[config.mk]
export PLATFORM = sky130hd
export DESIGN_NAME = neuron_core_ctrl
export DESIGN_NICKNAME = d
export VERILOG_FILES = /design/src/rtl/neuron_core_ctrl.sv
export SDC_FILE = /design/constraint.sdc
export NUM_CORES = 1
export LEC_CHECK = 0
export CORE_ASPECT_RATIO = 1.1
export CORE_MARGIN = 2
export CORE_UTILIZATION = 47
export DETAILED_ROUTE_END_ITERATION = 12
export PLACE_DENSITY = 0.7
export SETUP_SLACK_MARGIN = 0.2
export SKIP_LAST_GASP = 1
export SYNTH_ARGS = -nofsm -noshare
export SYNTH_HDL_FRONTEND = slang
export SYNTH_SLANG_ARGS = --single-unit
[constraint.sdc]
create_clock -name CLK -period 4.9 [get_ports CLK]
set_clock_uncertainty 0.15 [all_clocks]
set_input_delay 0.98 -clock CLK [delete_from_list [all_inputs] [get_ports CLK]]
set_output_delay 0.98 -clock CLK [all_outputs]
set_load 0.03 [all_outputs]
[src/rtl/neuron_core_ctrl.sv]
// neuron_core_ctrl: sequences AER event, time-step and sample-end sweeps over the neuron SRAMs and synapse array
module neuron_core_ctrl #(
  parameter int TIME_STEP                 = 8,
  parameter int INPUT_NEURON              = 784,
  parameter int OUTPUT_NEURON             = 256,
  parameter int POST_NEUR_PARALLEL        = 4,
  parameter int PRE_NEUR_ADDR_WIDTH       = 10,
  parameter int POST_NEUR_ADDR_WIDTH      = 10,
  parameter int POST_NEUR_BYTE_ADDR_WIDTH = 2,
  parameter int SYN_ARRAY_ADDR_WIDTH      = 16
) (
  input  logic                               CLK,
  input  logic                               RST_N,
  input  logic                               AER_REQ,
  input  logic [PRE_NEUR_ADDR_WIDTH-1:0]     AER_ADDR,
  output logic                               AER_ACK,
  input  logic                               TSTEP_REQ,
  input  logic                               TREF_REQ,
  input  logic                               SPI_GATE_ACTIVITY_sync,
  output logic [PRE_NEUR_ADDR_WIDTH-1:0]     CTRL_PRE_NEURON_ADDRESS,
  output logic [POST_NEUR_ADDR_WIDTH-1:0]    CTRL_POST_NEURON_ADDRESS,
  output logic                               CTRL_PRE_NEUR_CS,
  output logic                               CTRL_PRE_NEUR_WE,
  output logic                               CTRL_POST_NEUR_CS,
  output logic                               CTRL_POST_NEUR_WE,
  output logic                               CTRL_NEUR_EVENT,
  output logic                               CTRL_TSTEP_EVENT,
  output logic                               CTRL_TREF_EVENT,
  output logic                               CTRL_PRE_CNT_EN,
  output logic [$clog2(TIME_STEP)-1:0]       CURRENT_TIME_STEP,
  output logic                               SYNARRAY_CS,
  output logic [SYN_ARRAY_ADDR_WIDTH-1:0]    SYNARRAY_ADDR,
  output logic                               BUSY,
  output logic                               SAMPLE_DONE
);
  localparam int W  = OUTPUT_NEURON / POST_NEUR_PARALLEL;
  localparam int WW = $clog2(W);
  localparam int TW = $clog2(TIME_STEP);
  typedef enum logic [3:0] {
    IDLE, PRE_RD, PRE_WR, POST_RD, POST_WR, TS_RD, TS_WR,
    TR_POST_RD, TR_POST_WR, TR_PRE_RD, TR_PRE_WR
  } state_t;
  state_t state, nxt;
  logic [WW-1:0] w, nxt_w;
  logic [PRE_NEUR_ADDR_WIDTH-1:0] p, nxt_p, aer, nxt_aer;
  logic [SYN_ARRAY_ADDR_WIDTH-1:0] nxt_syn;
  logic [TW-1:0] nxt_ts;
  logic tref_pend, ts_pend, tref_any, ts_any, arb, start_tr, start_ts, ack, done, w_last, p_last;
  // a pulse arriving in the same cycle as arbitration competes immediately
  assign tref_any = tref_pend | TREF_REQ;
  assign ts_any   = ts_pend | TSTEP_REQ;
  assign arb      = state == IDLE && !SPI_GATE_ACTIVITY_sync;
  assign start_tr = arb && tref_any;
  assign start_ts = arb && !tref_any && ts_any;
  assign w_last   = w == WW'(W - 1);
  assign p_last   = p == PRE_NEUR_ADDR_WIDTH'(INPUT_NEURON - 1);
  always_comb begin
    nxt     = state;
    nxt_w   = w;
    nxt_p   = p;
    nxt_aer = aer;
    nxt_syn = SYNARRAY_ADDR;
    nxt_ts  = CURRENT_TIME_STEP;
    ack     = 1'b0;
    done    = 1'b0;
    case (state)
      IDLE: begin
        if (start_tr) begin
          nxt   = TR_POST_RD;
          nxt_w = '0;
        end else if (start_ts) begin
          nxt   = TS_RD;
          nxt_w = '0;
        end else if (arb && AER_REQ) begin
          nxt     = PRE_RD;
          nxt_aer = AER_ADDR;
          nxt_syn = SYN_ARRAY_ADDR_WIDTH'(AER_ADDR) * SYN_ARRAY_ADDR_WIDTH'(W);
          ack     = 1'b1;
        end
      end
      PRE_RD: nxt = PRE_WR;
      PRE_WR: begin
        nxt   = POST_RD;
        nxt_w = '0;
      end
      POST_RD: nxt = POST_WR;
      POST_WR: begin
        nxt     = w_last ? IDLE : POST_RD;
        nxt_w   = w_last ? '0 : w + 1'b1;
        nxt_syn = w_last ? SYNARRAY_ADDR : SYNARRAY_ADDR + 1'b1;
      end
      TS_RD: nxt = TS_WR;
      TS_WR: begin
        nxt    = w_last ? IDLE : TS_RD;
        nxt_w  = w_last ? '0 : w + 1'b1;
        nxt_ts = (!w_last || CURRENT_TIME_STEP == TW'(TIME_STEP - 1)) ? CURRENT_TIME_STEP
                                                                       : CURRENT_TIME_STEP + 1'b1;
      end
      TR_POST_RD: nxt = TR_POST_WR;
      TR_POST_WR: begin
        nxt   = w_last ? TR_PRE_RD : TR_POST_RD;
        nxt_w = w_last ? '0 : w + 1'b1;
        nxt_p = '0;
      end
      TR_PRE_RD: nxt = TR_PRE_WR;
      TR_PRE_WR: begin
        nxt    = p_last ? IDLE : TR_PRE_RD;
        nxt_p  = p_last ? '0 : p + 1'b1;
        nxt_ts = p_last ? '0 : CURRENT_TIME_STEP;
        done   = p_last;
      end
      default: nxt = IDLE;
    endcase
  end
  // outputs are decoded from the next state so they line up with the state register
  always_ff @(posedge CLK or negedge RST_N) begin
    if (!RST_N) begin
      state                    <= IDLE;
      w                        <= '0;
      p                        <= '0;
      aer                      <= '0;
      tref_pend                <= 1'b0;
      ts_pend                  <= 1'b0;
      AER_ACK                  <= 1'b0;
      SAMPLE_DONE              <= 1'b0;
      CURRENT_TIME_STEP        <= '0;
      SYNARRAY_ADDR            <= '0;
      SYNARRAY_CS              <= 1'b0;
      CTRL_PRE_NEURON_ADDRESS  <= '0;
      CTRL_POST_NEURON_ADDRESS <= '0;
      CTRL_PRE_NEUR_CS         <= 1'b0;
      CTRL_PRE_NEUR_WE         <= 1'b0;
      CTRL_POST_NEUR_CS        <= 1'b0;
      CTRL_POST_NEUR_WE        <= 1'b0;
      CTRL_NEUR_EVENT          <= 1'b0;
      CTRL_TSTEP_EVENT         <= 1'b0;
      CTRL_TREF_EVENT          <= 1'b0;
      CTRL_PRE_CNT_EN          <= 1'b0;
      BUSY                     <= 1'b0;
    end else begin
      state                    <= nxt;
      w                        <= nxt_w;
      p                        <= nxt_p;
      aer                      <= nxt_aer;
      tref_pend                <= tref_any && !start_tr;
      ts_pend                  <= ts_any && !start_ts;
      AER_ACK                  <= ack;
      SAMPLE_DONE              <= done;
      CURRENT_TIME_STEP        <= nxt_ts;
      SYNARRAY_ADDR            <= nxt_syn;
      SYNARRAY_CS              <= nxt == POST_RD;
      CTRL_PRE_NEURON_ADDRESS  <= (nxt inside {TR_PRE_RD, TR_PRE_WR}) ? nxt_p : nxt_aer;
      CTRL_POST_NEURON_ADDRESS <= POST_NEUR_ADDR_WIDTH'(nxt_w) << POST_NEUR_BYTE_ADDR_WIDTH;
      CTRL_PRE_NEUR_CS         <= nxt inside {PRE_RD, PRE_WR, TR_PRE_RD, TR_PRE_WR};
      CTRL_PRE_NEUR_WE         <= nxt inside {PRE_WR, TR_PRE_WR};
      CTRL_POST_NEUR_CS        <= nxt inside {POST_RD, POST_WR, TS_RD, TS_WR, TR_POST_RD, TR_POST_WR};
      CTRL_POST_NEUR_WE        <= nxt inside {POST_WR, TS_WR, TR_POST_WR};
      CTRL_NEUR_EVENT          <= nxt inside {PRE_WR, POST_WR};
      CTRL_TSTEP_EVENT         <= nxt == TS_WR;
      CTRL_TREF_EVENT          <= nxt inside {TR_POST_WR, TR_PRE_WR};
      CTRL_PRE_CNT_EN          <= nxt == PRE_WR;
      BUSY                     <= nxt != IDLE;
    end
  end
endmodule

==> results of run 1 <==
==> cell type report <==
| type | count | area [um2] |
|---|---|---|
| flip-flops and latches | 73 | 1830 |
| repair buffers | 63 | 623 |
| clock inverters | 7 | 119 |
| fillers | 607 | 2960 |
| well taps | 87 | 109 |
| clock buffers | 9 | 124 |
| inverters | 8 | 30.0 |
| multi-input cells | 257 | 1640 |
==> flip-flops by register name (all words and copies together), names as in the netlist, 3 cells and up <==
name,count
p,10
CTRL_PRE_NEURON_ADDRESS,10
CTRL_POST_NEURON_ADDRESS,6
aer,10
SYNARRAY_ADDR,16
state,4
CURRENT_TIME_STEP,3
==> metal layers <==
metal | wire length, um | part of all wire [%] | vias to the layer above | global-route usage [%]
li1 | - | - | 1396 | -
met2 | 3860 | 48 | 65 | 31.2
met5 | 0 | 0 | - | 0
met1 | 3730 | 46 | 1408 | 27.8
met4 | 149 | 1.9 | 0 | 9.23
met3 | 286 | 3.6 | 14 | 3.46
==> cell families (layout without fill, tap and decap cells) <==
family / after synthesis / count (layout) / share of synthesized area [%]
AO/OA/AOI/OAI: 89 / 89 / 16.8
XOR/XNOR: 6 / 6 / 1.47
adder cells (fa/ha/maj): 5 / 5 / 1.75
buffers and inverters: 28 / 87 / 3.63
flip-flops: 73 / 73 / 51.0
multiplexers: 17 / 17 / 5.31
other: 1 / 4 / 0.105
AND/OR/NAND/NOR: 136 / 136 / 20.0
==> final timing paths <==
| check | slack [ns] | endpoint | startpoint |
|---|---|---|---|
| max reg2reg | 2.14 | SYNARRAY_ADDR[13] | state[1] |
| max | 1.60 | SYNARRAY_ADDR[13] | TREF_REQ |
| min | 0.34 | aer[7] | aer[7] |
| max in group asynchronous | 3.11 | p[1] | RST_N |
| min in group asynchronous | 0.51 | CURRENT_TIME_STEP[0] | RST_N |
| min reg2reg | 0.34 | aer[7] | aer[7] |
==> synth_stat cells, types with 2 or more instances <==
library cell	n	area, um2
a21o_1	6	45.0
a21oi_1	19	95.1
a221o_1	2	20.0
a22o_1	5	43.8
a311o_1	2	20.0
a31oi_1	2	12.5
and2_1	6	37.5
and3_1	8	50.1
and4_1	3	26.3
buf_2	2	10.0
buf_4	4	30.0
clkbuf_1	13	48.8
dfrtp_1	73	1830
ha_1	5	62.6
inv_1	8	30.0
mux2_2	15	169
nand2_1	34	128
nand2b_1	5	31.3
nand3_1	15	75.1
nand3b_1	2	15.0
nand4_1	5	31.3
nor2_1	29	109
nor2b_1	3	18.8
nor3_1	8	40.0
nor3b_1	2	15.0
nor4_1	3	18.8
o211ai_1	2	15.0
o21a_1	3	22.5
o21ai_0	27	135
o22a_1	2	17.5
o22ai_1	3	18.8
o31ai_1	4	30.0
or3_1	2	12.5
or4_1	3	22.5
xnor2_1	3	26.3
xor2_1	3	26.3
==> worst reg2reg max path: cells and delay by family (launching register included) <==
kind | cells | cell delay (ns)
DFF | 1 | 0.66
AOI/OAI and AO/OA | 2 | 0.44
and+or+nand+nor | 3 | 1.42
==> power groups by stage <==
| stage | clock network (uW) | logic (uW) | registers (uW) |
|---|---|---|---|
| floorplan | 0 | 9.75 | 617 |
| global placement | 0 | 38.4 | 616 |
| detailed placement | 0 | 39.0 | 616 |
| CTS | 584 | 39.0 | 604 |
| global route | 606 | 42.3 | 604 |
| finish | 580 | 38.0 | 604 |
==> metrics by stage <==
step / std cells / cell area (um2) / total power [uW]
after detailed placement: 488 / 4230 / 655
after global routing: 504 / 4470 / 1250
after CTS: 504 / 4470 / 1230
final: 504 / 4470 / 1220
after global placement: 488 / 4230 / 654
after floorplan: 358 / 3590 / 627
==> results by group, run 1 <==
Timing
  – Max Fclk: about 300 MHz
  – Final Critical Period: about 3.3 ns
  – Fin Hold WS: approximately 0.34 ns
  – Fin crit share: 67.4%
  – Fin. Hold Viols: 0
  – Worst-Margin Slew: about 1.1 ns
  – RSZ-0062 raised after global routing: no
  – Fin Setup TNS: 0 ns
  – Fin. max-slew vios: 0
  – Slew HR: 25.3%
  – Final setup violation count: 0
  – Setup ws final: approximately 1.6 ns

GRT
  – First-pass GRT wire length: 12900 um
  – Vias in the first global route: about 2600
  – Initial antenna violation count: 0
  – Largest net degree at the start of global routing: 43
  – All-Layer GR Usage: roughly 20%
  – Grt total ovfl: 0

Synth
  – Synth cell types: 60
  – Avg Inst Size Synth: about 10 um2
  – Ys flop type: dfrtp_1
  – Yosys Warn Count: 0
  – Post-synthesis sequential area ratio: roughly half
  – Number of synthesized register bits: 73
  – Async SR Flop Fraction: 100%
  – Mapped Cells: 355
  – Number of flops mapped to enable cells by yosys: 0
  – Synthesized area: approximately 3600 um2

Worst setup path
  – Critical path data arrival time: 3.40 ns
  – R2R depth: 5
  – Data required, critical path: 5.00 ns
  – Startpoint Class: primary input
  – CP max stage delay: around 0.67 ns
  – CP Max Fanout: 14
  – CP max-delay cell: nand4_1
  – Endpoint class of the critical path: flip-flop
  – Worst path top cell family by delay: simple AND/OR/NAND/NOR gates
  – Levels on crit path: 6
  – Setup CP Type: primary input to flip-flop
  – Cells along the critical path: clkdlybuf4s50_1 -> nor4_2 -> nand4_1 -> and2_4 -> a21o_1 -> a211o_1
  – WP buf/inv: 1

Power and ir drop
  – Net Sw Power: 267 uW
  – Sequential share of power: 49.4%
  – Clock network power share: 47.5%
  – Sw Share: ~22%
  – Pwr/cell area: 273 nW/um2
  – Comb pwr share: about 3.1%
  – Internal Power: 955 uW
  – Leak pwr: 0.00197 uW
  – Peak supply drop: 0.000141 V

Placement
  – Final Wtd Congestion: 0.849
  – Post-DP HPWL: 5580 um
  – I/O Buffers: slightly above 60
  – Post-place setup slack: approximately 1.2 ns

CTS
  – CTS buffer count: 9
  – H-tree depth: 3
  – Clock tree from TritonCTS: done
  – CTS clock-pin slew for the worst setup and hold paths: 0.08 ns
  – Latest clock arrival within the worst-skew pair: about 0.35 ns
  – Post-cts sizing count: 0
  – Cts hold-fix bufs: 0
  – Setup bufs post-CTS: 0
  – Root Driver: clkbuf_8
  – Clk buf depth: 2
  – CTS sink cnt: 73

Flow run
  – Max_cap viols: 0

Floorplan
  – Die ar.: ~8300 um2
  – # IOs: 67
  – Die width: 87.3 um
  – Starting Density: just under 50%
  – # rows: 33
  – Die height: 95.6 um
  – Core ar.: 7430 um2

Detailed routing
  – Drt first pass iters: 4
  – DR WL/cell: ~16 um
  – Total length of routed wires: 8030 um
  – Post-DRT Antenna Nets: 0
  – Via count: 2883
  – Drt drc: 0
  – DR vias/cell: 5.72
  – Violation count after the first detailed-route iteration: 111

Outcome
  – Status: completed

Cells and area
  – Most common cell after layout, fill and taps aside: dfrtp_1
  – # diodes: 0
  – Most frequent cells in the layout: dfrtp_1, clkdlybuf4s50_1, nand2_1, nor2_1, o21ai_0
  – Final nets: 433
  – Area Growth Syn to Fin: 24.9%
  – Layout cells sized above 1: 10.3%
  – Core Util, Final: 60.2%

Hold path
  – Hold WC Path Type: flip-flop to flip-flop
  – Hold depth: 1
No activity file was read; power rests on OpenSTA's default activity.
==> inputs of run 2 (changes only) <==
PLACE_DENSITY = 0.73   (was 0.7)
clock period = 2.8 ns   (was 4.9 ns; I/O delays follow)
==> results by group, run 2 (synthesized netlist as in run 1, its figures left out) <==
Timing
  – Final setup violation count: 0 (unchanged)
  – Fin Setup TNS: 0 ns (unchanged)
  – Fin. max-slew vios: 0 (unchanged)
  – Worst-Margin Slew: 0.601 ns (was 1.11 ns)
  – Final Critical Period: roughly 2.5 ns
  – Max Fclk: 405 MHz
  – Slew HR: 59.9% (was 25.3%)
  – Fin. Hold Viols: 0 (unchanged)
  – Setup ws final: 0.332 ns (was 1.60 ns)
  – RSZ-0062 raised after global routing: no (unchanged)
  – Fin crit share: 88.1%

Cells and area
  – Most common cell after layout, fill and taps aside: dfrtp_1 (unchanged)
  – Top reg by flops: SYNARRAY_ADDR (unchanged)
  – Final nets: 442 (was 433)
  – # diodes: 0 (unchanged)
  – FILL cells: 625 (was 607)
  – Layout cells sized above 1: 11.8% (was 10.3%)
  – Multi-input gate area: 1640 um2 (unchanged)
  – Area Growth Syn to Fin: 25.8% (was 24.9%)
  – Most frequent cells in the layout: dfrtp_1, clkdlybuf4s50_1, nand2_1, nor2_1, o21ai_0 (unchanged)
  – Area occupied by registers: 1830 um2 (unchanged)
  – Max FFs per register: 16 (unchanged)

CTS
  – CTS buffer count: 9 (unchanged)
  – Setup bufs post-CTS: 0 (unchanged)
  – Clock tree from TritonCTS: done (unchanged)
  – Clk buf depth: 2 (unchanged)
  – Root Driver: clkbuf_8 (unchanged)
  – CTS clock-pin slew for the worst setup and hold paths: 0.07 ns (was 0.08 ns)
  – Cts hold-fix bufs: 0 (unchanged)
  – Latest clock arrival within the worst-skew pair: 0.35 ns (about the same)
  – CTS sink cnt: 73 (unchanged)
  – Post-cts sizing count: 0 (unchanged)
  – H-tree depth: 3 (unchanged)

Detailed routing
  – Post-DRT Antenna Nets: 0 (unchanged)
  – Via count: 2901 (was 2883)
  – Met3 Routed Length: 287 um (was 286 um)
  – Met2 WL: 4100 um (was 3860 um)
  – Violation count after the first detailed-route iteration: 117 (was 111)
  – Drt first pass iters: 4 (unchanged)
  – DR WL/cell: 16.0 um (was 15.9 um)
  – DR vias/cell: 5.67 (was 5.72)
  – Uppermost layer routed: met4 (unchanged)
  – Met1 wire length: 3690 um (was 3730 um)
  – Total length of routed wires: 8210 um (was 8030 um)
  – Drt drc: 0 (unchanged)

Worst setup path
  – Setup CP Type: flip-flop to flip-flop (was primary input to flip-flop)
  – Crit path launch: p[0] (was TREF_REQ)
  – Endpoint class of the critical path: flip-flop (unchanged)
  – CP Max Fanout: 9 (was 14)
  – CP max-delay cell: o31ai_4 (was nand4_1)
  – Startpoint Class: flip-flop (was primary input)
  – CP max stage delay: 0.47 ns (was 0.67 ns)
  – Worst path top cell family by delay: compound AO/OA/AOI/OAI gates (was simple AND/OR/NAND/NOR gates)
  – R2r setup slk: 0.33 ns (was 2.14 ns)
  – Worst r2r src: p[0] (was state[1])
  – Critical path data arrival time: 2.54 ns (was 3.40 ns)
  – R2R depth: 6 (was 5)
  – Cells along the critical path: ha_1 -> nand4b_1 -> o31ai_4 -> o221a_2 -> inv_1 -> or4_1 (was clkdlybuf4s50_1 -> nor4_2 -> nand4_1 -> and2_4 -> a21o_1 -> a211o_1)
  – WP buf/inv: 1 (unchanged)
  – Worst reg2reg path endpoint: BUSY (was SYNARRAY_ADDR[13])
  – Data required, critical path: 2.87 ns (was 5.00 ns)

Placement
  – Post-place setup slack: 0.127 ns (was 1.20 ns)
  – I/O Buffers: 62 (unchanged)
  – Post-DP HPWL: 5970 um (was 5580 um)
  – Final Wtd Congestion: 0.841 (was 0.849)

GRT
  – Largest net degree at the start of global routing: 48 (was 43)
  – Grt total ovfl: 0 (unchanged)
  – All-Layer GR Usage: 21.3% (was 20.2%)
  – Initial antenna violation count: 0 (unchanged)
  – First-pass GRT wire length: 13600 um (was 12900 um)
  – Vias in the first global route: 2764 (was 2649)

Floorplan
  – Die height: 95.6 um (unchanged)
  – Starting Density: 48.2% (unchanged)
  – # rows: 33 (unchanged)
  – # IOs: 67 (unchanged)
  – Die width: 87.3 um (unchanged)
  – Core ar.: 7430 um2 (unchanged)
  – Die ar.: 8340 um2 (unchanged)

Flow run
  – Max_cap viols: 0 (unchanged)

Outcome
  – Status: completed (unchanged)

Hold path
  – Hold WC Path Type: primary input to async pin (was flip-flop to flip-flop)

Power and ir drop
  – Peak supply drop: 0.000292 V (was 0.000141 V)
  – Leak pwr: 0.00200 uW (was 0.00197 uW)
  – Pwr/cell area: 433 nW/um2 (was 273 nW/um2)
## run 2: cell types whose count changed in the layout (fill, tap and decap cells not counted), sizes merged
| cell | delta |
|---|---|
| buf | +9 |
| clkbuf | +3 |
| bufinv | -2 |
| clkinvlp | -2 |
## run 2: routing by layer
metal  up-vias  GRT usage [%]
met4         0           8.21
met5         -              0
met1      1430           28.3
met3        10           4.50
li1       1410              -
met2        51           34.0
## run 2: final cells by class
class,instances,area share (%)
clock buffers,12,3.44
multi-input cells,257,36.5
clock inverters,3,0.888
inverters,8,0.666
flip-flops and latches,73,40.5
well taps,87,2.42
repair buffers,72,15.6
## run 2: stage by stage
step                      utilization (%)  std cells  cell area, um2  hold slack [ns]  power, uW
after detailed placement             58.0        497            4310            0.315       1150
final                                60.6        512            4510           0.0629       1950
after global placement               58.0        497            4310            0.311       1150
after floorplan                         -        358            3590            0.114       1100
after global routing                 60.6        512            4510            0.102       2020
after CTS                            60.6        512            4510           0.0774       1970
## run 2: report_power, final
| group | switching, uW | internal (uW) |
|---|---|---|
| combinational | 42.1 | 26.7 |
| clock | 375 | 453 |
| sequential | 2.01 | 1060 |
| total | 419 | 1530 |
## run 2: how the worst max path moves through the flow
| stage | to | slack [ns] | cells after the start |
|---|---|---|---|
| after floorplan | CTRL_PRE_NEURON_ADDRESS[2] | 0.39 | 7 |
| after global placement | SYNARRAY_ADDR[13] | 0.14 | 7 |
| after detailed placement | SYNARRAY_ADDR[13] | 0.13 | 7 |
| after CTS | BUSY | 0.35 | 6 |
| after global routing | BUSY | 0.22 | 6 |
| final | BUSY | 0.33 | 6 |
==> inputs of run 3 (changes only) <==
CAP_MARGIN = 20   (was default)
CORE_MARGIN = default   (was 2)
==> results by group, run 3 (synthesized netlist as in run 1, its figures left out) <==
Hold path
  – Hold WC Path Type: primary input to async pin (unchanged)

CTS
  – CTS clock-pin slew for the worst setup and hold paths: 0.08 ns (was 0.07 ns)
  – Clock tree from TritonCTS: done (unchanged)
  – Setup bufs post-CTS: 0 (unchanged)
  – Latest clock arrival within the worst-skew pair: 0.34 ns (was 0.35 ns)
  – CTS sink cnt: 73 (unchanged)
  – Cts hold-fix bufs: 0 (unchanged)
  – Root Driver: clkbuf_8 (unchanged)
  – CTS buffer count: 9 (unchanged)
  – Clk buf depth: 2 (unchanged)
  – Post-cts sizing count: 0 (unchanged)
  – H-tree depth: 3 (unchanged)

Cells and area
  – Most common cell after layout, fill and taps aside: dfrtp_1 (unchanged)
  – Area Growth Syn to Fin: 26.5% (was 25.8%)
  – Top reg by flops: SYNARRAY_ADDR (unchanged)
  – Non-filler cells in the finished layout: 512 (unchanged)
  – Final instance area: 4530 um2 (was 4510 um2)
  – # diodes: 0 (unchanged)
  – Layout cells sized above 1: 12.0% (was 11.8%)
  – Final nets: 441 (was 442)
  – Max FFs per register: 16 (unchanged)
  – Most frequent cells in the layout: dfrtp_1, clkdlybuf4s50_1, nand2_1, nor2_1, o21ai_0 (unchanged)

Timing
  – Slew HR: 47.6% (was 59.9%)
  – Worst-Margin Slew: 0.784 ns (was 0.601 ns)
  – Setup ws final: 0.374 ns (was 0.332 ns)
  – Fin. max-slew vios: 0 (unchanged)
  – Final Critical Period: 2.43 ns (was 2.47 ns)
  – Max Fclk: 412 MHz (was 405 MHz)
  – Final setup violation count: 0 (unchanged)
  – RSZ-0062 raised after global routing: no (unchanged)
  – Fin crit share: 86.6% (was 88.1%)
  – Fin Hold WS: 0.0771 ns (was 0.0629 ns)
  – Fin Setup TNS: 0 ns (unchanged)
  – Fin. Hold Viols: 0 (unchanged)

Placement
  – Post-place setup slack: 0.115 ns (was 0.127 ns)
  – Final Wtd Congestion: 0.876 (was 0.841)
  – I/O Buffers: 62 (unchanged)
  – Placed instance area: 4300 um2 (was 4310 um2)
  – DP Cell Count: 496 (was 497)
  – Post-DP HPWL: 5740 um (was 5970 um)

Detailed routing
  – DR WL/cell: 15.8 um (was 16.0 um)
  – Drt drc: 0 (unchanged)
  – Via count: 2884 (was 2901)
  – Post-DRT Antenna Nets: 0 (unchanged)
  – DR vias/cell: 5.63 (was 5.67)
  – Total length of routed wires: 8100 um (was 8210 um)
  – Drt first pass iters: 4 (unchanged)
  – Violation count after the first detailed-route iteration: 138 (was 117)

Flow run
  – Max_cap viols: 0 (unchanged)

Power and ir drop
  – Clock network power share: 45.4% (was 42.4%)
  – Comb pwr share: 3.3% (was 3.5%)
  – Internal Power: 1630 uW (was 1530 uW)
  – Pwr/cell area: 455 nW/um2 (was 433 nW/um2)
  – Net Sw Power: 432 uW (was 419 uW)
  – Sequential share of power: 51.3% (was 54.1%)
  – Leak pwr: 0.00201 uW (was 0.00200 uW)
  – Sw Share: 21.0% (was 21.4%)
  – Peak supply drop: 0.000288 V (was 0.000292 V)

GRT
  – All-Layer GR Usage: 22.1% (was 21.3%)
  – Largest net degree at the start of global routing: 48 (unchanged)
  – Routing usage on met2: 36.1% (was 34.0%)
  – Vias in the first global route: 2815 (was 2764)
  – Grt total ovfl: 0 (unchanged)
  – First-pass GRT wire length: 13700 um (was 13600 um)
  – Initial antenna violation count: 0 (unchanged)
  – Most crowded layer after global routing: met2 (unchanged)
  – M1 GR Usage: 29.9% (was 28.3%)
  – Grt met3 use: 4.59% (was 4.50%)

Floorplan
  – # IOs: 67 (unchanged)
  – Die height: 93.6 um (was 95.6 um)
  – Core ar.: 7430 um2 (unchanged)
  – Starting Density: 48.2% (unchanged)
  – # rows: 33 (unchanged)
  – Die ar.: 7980 um2 (was 8340 um2)
  – Die width: 85.3 um (was 87.3 um)

Worst setup path
  – Critical path data arrival time: 2.49 ns (was 2.54 ns)
  – CP Max Fanout: 9 (unchanged)
  – Data required, critical path: 2.87 ns (about the same)
  – Setup CP Type: flip-flop to flip-flop (unchanged)
  – Startpoint Class: flip-flop (unchanged)
  – Endpoint class of the critical path: flip-flop (unchanged)

Outcome
  – Status: completed (unchanged)
[run 3: cell count changes in the layout (fill, tap and decap cells not counted), sizes merged]
| cell | change |
|---|---|
| clkinvlp | +1 |
| buf | -1 |
| bufinv | +1 |
| clkbuf | -1 |
[run 3: routing by layer]
metal | part of all wire, % | wire [um]
met3 | 3.1 | 255
met4 | 1.4 | 111
met1 | 46 | 3720
met2 | 49 | 4010
met5 | 0 | 0
[run 3: through the flow]
step | total power [uW] | util [%]
3_3_place_gp | 1150 | 57.9
6_report | 2060 | 61.0
4_1_cts | 2080 | 61.0
2_1_floorplan | 1100 | -
5_1_grt | 2130 | 61.0
3_5_place_dp | 1150 | 57.9
[run 3: final cells by class]
| class | count | area, um2 |
|---|---|---|
| fill | 604 | 2900 |
| sequential | 73 | 1830 |
| multi-input combinational | 257 | 1640 |
| timing repair buffer | 71 | 696 |
| clock buffer | 11 | 151 |
| tap | 87 | 109 |
| clock inverter | 5 | 77.6 |
| inverter | 8 | 30.0 |
[run 3: power groups by stage]
stage	registers [uW]	logic [uW]	clock network (uW)
floorplan	1080	17.1	0
global placement	1080	69.9	0
detailed placement	1080	70.1	0
CTS	1060	70.3	957
global route	1060	76.1	1000
finish	1060	68.6	935
[run 3: path summary, 6_finish.rpt]
check | startpoint | to | slack (ns) | cells past startpoint
max | p[0] | BUSY | 0.37 | 6
min | RST_N | SYNARRAY_ADDR[11] | 0.08 | 1
max reg2reg | p[0] | BUSY | 0.37 | 6
min reg2reg | aer[7] | aer[7] | 0.33 | 1
max in group asynchronous | RST_N | CURRENT_TIME_STEP[0] | 1.76 | 2
min in group CLK | aer[7] | aer[7] | 0.33 | 1
[run 3: worst max-delay path, stage by stage, from the launching register on]
cell and delay (ns):
dfrtp_1 0.39, ha_1 0.22, nand4b_1 0.27, o31ai_4 0.45, o221a_2 0.30, inv_1 0.06
or4_1 0.46
